<file path="src/rtl/pb_debounce_scheduler_pkg.sv">
// Shared types and defaults for the push-button debounce scheduler.
// One stability timer is time-shared across all buttons by a round-robin grant.
package pb_pkg;

    typedef enum logic [1:0] {
        IDLE,
        COUNT,
        COMMIT
    } pb_sched_state_t;

    localparam int PB_DEFAULT_N     = 4;
    localparam int PB_DEFAULT_DELAY = 15;

endpackage

</file>
<file path="src/rtl/pb_debounce_scheduler_rr_picker.sv">
// Combinational round-robin picker: first set request at or above ptr, wrapping.
// Candidate indices are rotated by ptr so the lowest rotated slot wins.
module pb_rr_picker #(
    parameter int N_PB = 4
) (
    input  logic [N_PB-1:0]         req,
    input  logic [$clog2(N_PB)-1:0] ptr,
    output logic                    valid,
    output logic [$clog2(N_PB)-1:0] idx
);
    localparam int IW = $clog2(N_PB);
    localparam int SW = IW + 1;

    logic [IW-1:0] cand [N_PB];

    for (genvar gi = 0; gi < N_PB; gi++) begin : g_cand
        logic [SW-1:0] sum;
        assign sum       = {1'b0, ptr} + SW'(gi);
        assign cand[gi]  = (sum >= SW'(N_PB)) ? IW'(sum - SW'(N_PB)) : sum[IW-1:0];
    end

    // Walk from the farthest slot back to ptr so the nearest request is the last assignment.
    always_comb begin
        valid = 1'b0;
        idx   = '0;
        for (int k = N_PB - 1; k >= 0; k--) begin
            if (req[cand[k]]) begin
                valid = 1'b1;
                idx   = cand[k];
            end
        end
    end

endmodule

</file>
<file path="src/rtl/pb_debounce_scheduler.sv">
// Debounces N_PB buttons with a single shared stability timer granted round-robin
// to whichever button's synchronized level disagrees with its debounced level.
module pb_debounce_scheduler
    import pb_pkg::*;
#(
    parameter int N_PB  = PB_DEFAULT_N,
    parameter int DELAY = PB_DEFAULT_DELAY
) (
    input  logic                    clk,
    input  logic                    rst,
    input  logic [N_PB-1:0]         pb,
    output logic [N_PB-1:0]         pb_status,
    output logic [N_PB-1:0]         pb_pressed_pulse,
    output logic [N_PB-1:0]         pb_released_pulse,
    output logic                    busy,
    output logic [$clog2(N_PB)-1:0] active_ch
);
    localparam int CW = $clog2(N_PB);
    localparam int TW = $clog2(DELAY);
    localparam logic [TW-1:0] T_LAST  = TW'(DELAY - 1);
    localparam logic [CW-1:0] CH_LAST = CW'(N_PB - 1);

    logic [N_PB-1:0] sync_aux_q;
    logic [N_PB-1:0] sync_q;
    logic [N_PB-1:0] status_q, status_d;
    pb_sched_state_t state_q, state_d;
    logic [TW-1:0]   timer_q, timer_d;
    logic [CW-1:0]   ptr_q, ptr_d;
    logic [CW-1:0]   ch_q, ch_d;

    logic [N_PB-1:0] mismatch;
    logic            pick_valid;
    logic [CW-1:0]   pick_idx;
    logic [CW-1:0]   ch_inc;

    for (genvar gi = 0; gi < N_PB; gi++) begin : g_mismatch
        assign mismatch[gi] = sync_q[gi] ^ status_q[gi];
    end

    pb_rr_picker #(
        .N_PB (N_PB)
    ) u_picker (
        .req   (mismatch),
        .ptr   (ptr_q),
        .valid (pick_valid),
        .idx   (pick_idx)
    );

    assign ch_inc = (ch_q == CH_LAST) ? '0 : ch_q + CW'(1);

    always_ff @(posedge clk or negedge rst) begin
        if (!rst) begin
            sync_aux_q <= '0;
            sync_q     <= '0;
            status_q   <= '0;
            state_q    <= IDLE;
            timer_q    <= '0;
            ptr_q      <= '0;
            ch_q       <= '0;
        end else begin
            sync_aux_q <= pb;
            sync_q     <= sync_aux_q;
            status_q   <= status_d;
            state_q    <= state_d;
            timer_q    <= timer_d;
            ptr_q      <= ptr_d;
            ch_q       <= ch_d;
        end
    end

    // ch_q is forced back to 0 whenever the grant is released so active_ch reads 0 in IDLE.
    always_comb begin
        state_d  = state_q;
        timer_d  = timer_q;
        ptr_d    = ptr_q;
        ch_d     = ch_q;
        status_d = status_q;
        unique case (state_q)
            IDLE: begin
                if (pick_valid) begin
                    ch_d    = pick_idx;
                    timer_d = '0;
                    state_d = COUNT;
                end
            end
            COUNT: begin
                if (!mismatch[ch_q]) begin
                    ptr_d   = ch_inc;
                    ch_d    = '0;
                    state_d = IDLE;
                end else if (timer_q == T_LAST) begin
                    state_d = COMMIT;
                end else begin
                    timer_d = timer_q + TW'(1);
                end
            end
            COMMIT: begin
                status_d[ch_q] = ~status_q[ch_q];
                ptr_d          = ch_inc;
                ch_d           = '0;
                state_d        = IDLE;
            end
            default: begin
                state_d = IDLE;
                ch_d    = '0;
            end
        endcase
    end

    for (genvar gi = 0; gi < N_PB; gi++) begin : g_pulse
        logic sel;
        assign sel                   = (state_q == COMMIT) && (ch_q == CW'(gi));
        assign pb_pressed_pulse[gi]  = sel && !status_q[gi];
        assign pb_released_pulse[gi] = sel &&  status_q[gi];
    end

    assign pb_status = status_q;
    assign busy      = (state_q != IDLE);
    assign active_ch = ch_q;

endmodule

</file>
<file path="config.mk">
export PLATFORM = sky130hd
export DESIGN_NAME = pb_debounce_scheduler
export DESIGN_NICKNAME = d
export VERILOG_FILES = /design/src/rtl/pb_debounce_scheduler_pkg.sv /design/src/rtl/pb_debounce_scheduler_rr_picker.sv /design/src/rtl/pb_debounce_scheduler.sv
export SDC_FILE = /design/constraint.sdc
export NUM_CORES = 1
export LEC_CHECK = 0
export BUFFER_PORTS_ARGS = -buffer_cell sky130_fd_sc_hd__buf_4
export CAP_MARGIN = 0
export CELL_PAD_IN_SITES_DETAIL_PLACEMENT = 0
export CELL_PAD_IN_SITES_GLOBAL_PLACEMENT = 1
export CORE_MARGIN = 4
export CORE_UTILIZATION = 45
export DETAILED_ROUTE_END_ITERATION = 10
export PLACE_DENSITY = 0.85
export SYNTH_ARGS = -nofsm -noshare
export SYNTH_HDL_FRONTEND = slang
export SYNTH_HIERARCHICAL = 1
export SYNTH_SLANG_ARGS = --single-unit
</file>
<file path="constraint.sdc">
create_clock -name clk -period 2.6 [get_ports clk]
set_input_delay 0.52 -clock clk [delete_from_list [all_inputs] [get_ports clk]]
set_output_delay 0.52 -clock clk [all_outputs]
set_load 0.01 [all_outputs]
</file>
==> summary.md <==
| Metric | Value |
|---|---|
| Syn_nets | 139 |
| Clk_lat worst skew | 310 ps |
| Row Count | 18 |
| Clock share of power | around 17% |
| Sequential share of the synthesized area | 45.13% |
| Vias | 953 |
| TritonCTS Sinks | 22 |
| CTS buffer count | 3 |
| Arrival time worst endpoint | ~1500 ps |
| Wire length after detailed routing | 2468 um |
| Area leader, netlist | dfrtp_1 |
| CTS resizes | 0 |
| Max-cap violations | 0 |
| Post-Synthesis Cells | ~120 |
| I/O Buffers | 20 |
| Wire per inst | 14.02 um |
| Share of cells above drive strength 1 | 22.60% |
| Core area | 2522 um^2 |
| Most instantiated library cell after synthesis | dfrtp_1 |
| Synth area leaders | dfrtp_1, ha_1, nand2_1, nor2_1, mux4_2 |
| Highest Clock Rate | 494.5 MHz |
| Pwr Density | ~1100 nW/um^2 |
| Crit path kind | reg2out |
| Worst setup startpoint | active_ch[1] |
| Final worst setup slack | 577.6 ps |
| RSZ-0062 raised after global routing | false |
| Main synth FF type | dfrtp_1 |
| Syn_area_per_cell | 9.838 um^2 |
| Area growth from synthesis to final layout | 19.08% |
| GP Congestion | 0.7818 |
| Pleak | 0.7277 nW |
| Yosys reg bits | 22 |
| First-pass GRT wire length | 3995 um |
| Yosys warns | 6 |
| Max clock buf depth | 2 |
| Final Hold Fails | 0 |
| Die Y | 60.07 um |
| Setup crit end kind | primary output |
| Post-synth EDFFs | 0 |
| Routed Antenna Nets | 0 |
| Diode count | 0 |
| Largest net degree at the start of global routing | 23 |
| Async S/R FF share, synth | 100.0% |
| HP Class | in2async |
| Worst-path maximum fanout | 8 |
| Pre-CTS setup slack | 611.5 ps |
| Switching share of power | approximately two fifths |
| Tot GR Track Use | 15.09% |
| Layout fillers | 227 |
| Relative slew slack | 77.72% |
| Worst R2R Start | pb_status[3] |
| Drt first pass iters | 4 |
| Startpoint Class | flip-flop |
| Setup TNS | 0 ps |
| Power Internal | ~0.9 mW |
| Top cells by count, synth | dfrtp_1, nand2_1, nor2_1, ha_1 |
| Status | completed |
| Vias/cell | ~5.4 |
| Register area | 550.5 um^2 |
| Initial DRC Count | 29 |
| Die Footprint | 3608 um^2 |
| Final min period | 2022 ps |
| Clock root buffer | clkbuf_4 |
| Antenna violations before repair | 0 |
| Tightest Pin Transition | 324.9 ps |
| Footprint of the multi-input gates | around 630 um^2 |
| Netlist cell types | 32 |
| Htree depth | 1 |
| Psw | 0.6278 mW |
| Tcrit/Tclk final | 77.78% |
| Final setup fails | 0 |
| Total congestion overflow | 0 |
| Slew Limit Fails | 0 |
| Sequential Power Share | roughly a third |
| Final Net Count | 162 |
| Post-synthesis instance area | 1220 um^2 |
| Critical Path RT | between 2000 and 2500 ps |
| Hpwl dp | 1900 um |
| Die width | 60.07 um |
| CTS tree | yes |
| Comb pwr share | 49.0% |
| Worst-path clk slew | around 130 ps |
| Number of global-route vias before repair | 867 |
| Effective utilization at floorplan | 48.36% |
| Post CTS Setup Buffer Count | 0 |
| Cts hold-fix bufs | 0 |
| I/O pin total | 21 |
| Clock Skew | between 4 and 5 ps |
| Share of the synthesized area in the top cell type | 45.13% |
| Power Total | 1.553 mW |
| Max VDD drop | 0.6306 mV |
| DRC | 0 |
-- state kept, by name, summed over array words and instances, names as in the netlist --
name and cells:
ptr_q 2, state_q 2, sync_aux_q 4, timer_q 4, active_ch 2, pb_status 4
sync_q 4
-- through the flow --
stage	cells	utilization (%)	hold slack (ps)	instance area, um^2
3_3_place_gp	172	55.51	337.6	1400
3_5_place_dp	172	55.51	339.7	1400
5_1_grt	176	57.59	63.97	1453
2_1_floorplan	124	-	224.4	1220
6_report	176	57.59	69.80	1453
4_1_cts	176	57.59	66.82	1453
-- critical path, stage by stage, from the launching register on --
cell and delay (ps):
dfrtp_1 550, inv_1 110, ha_1 210, and3_1 180, buf_4 140
-- layout by cell type (no fill, tap or decap), types with 2 or more instances in the layout --
cell type  count
a21oi_1        7
nor3b_1        2
nand2_1       17
nor2_1        13
buf_4         21
inv_1          7
o21ai_0        4
mux2i_1        2
a31oi_1        2
and3_1         7
mux2_2         2
ha_1           9
dfrtp_1       22
mux4_2         2
nand3_1        4
xor2_1         4
nand2b_1       2
clkbuf_4       3
a211oi_1       2
-- per-layer routing --
metal / vias to the layer above / track usage, % / routed length [um]
li1: 474 / - / -
met1: 466 / 19.54 / 1206
met2: 11 / 24.85 / 1168
met3: 2 / 4.104 / 78
met4: 0 / 3.797 / 15
met5: - / 0 / 0
-- cell families (layout without fill, tap and decap cells) --
family                   after synthesis  in the layout  share of synthesized area, %
adder cells (fa/ha/maj)                9              9                         9.231
multiplexers                           6              6                         7.179
AO/OA/AOI/OAI                         23             23                         12.82
buffers and inverters                 10             32                         3.385
XOR/XNOR                               4              4                         2.871
AND/OR/NAND/NOR                       50             50                         19.38
flip-flops                            22             22                         45.13
-- worst paths after layout --
kind / to / slack (ps) / depth (start not counted)
worst min register to register: sync_q[0] / 370 / 0
worst max register to register: ptr_q[0] / 580 / 4
worst min-delay path: pb_status[2] / 70 / 1
min in group clk: sync_aux_q[1] / 310 / 1
worst max-delay path: pb_released_pulse[1] / 580 / 4
max in group asynchronous: timer_q[2] / 2310 / 1
-- power groups by stage --
| stage | Sequential (mW) | Combinational [mW] | Clock (mW) |
|---|---|---|---|
| floorplan | 0.527 | 0.549 | 0 |
| global placement | 0.532 | 0.750 | 0 |
| detailed placement | 0.537 | 0.762 | 0 |
| CTS | 0.530 | 0.764 | 0.273 |
| global route | 0.548 | 0.839 | 0.286 |
| finish | 0.529 | 0.761 | 0.263 |
-- cell type report --
type	count	share of cell area, %
clock buffer	3	1.550
clock inverter	1	2.067
inverter	7	1.809
multi-input combinational	92	43.24
sequential	22	37.90
tap	30	2.584
timing repair buffer	21	10.85
No activity file was read; power rests on OpenSTA's default activity.
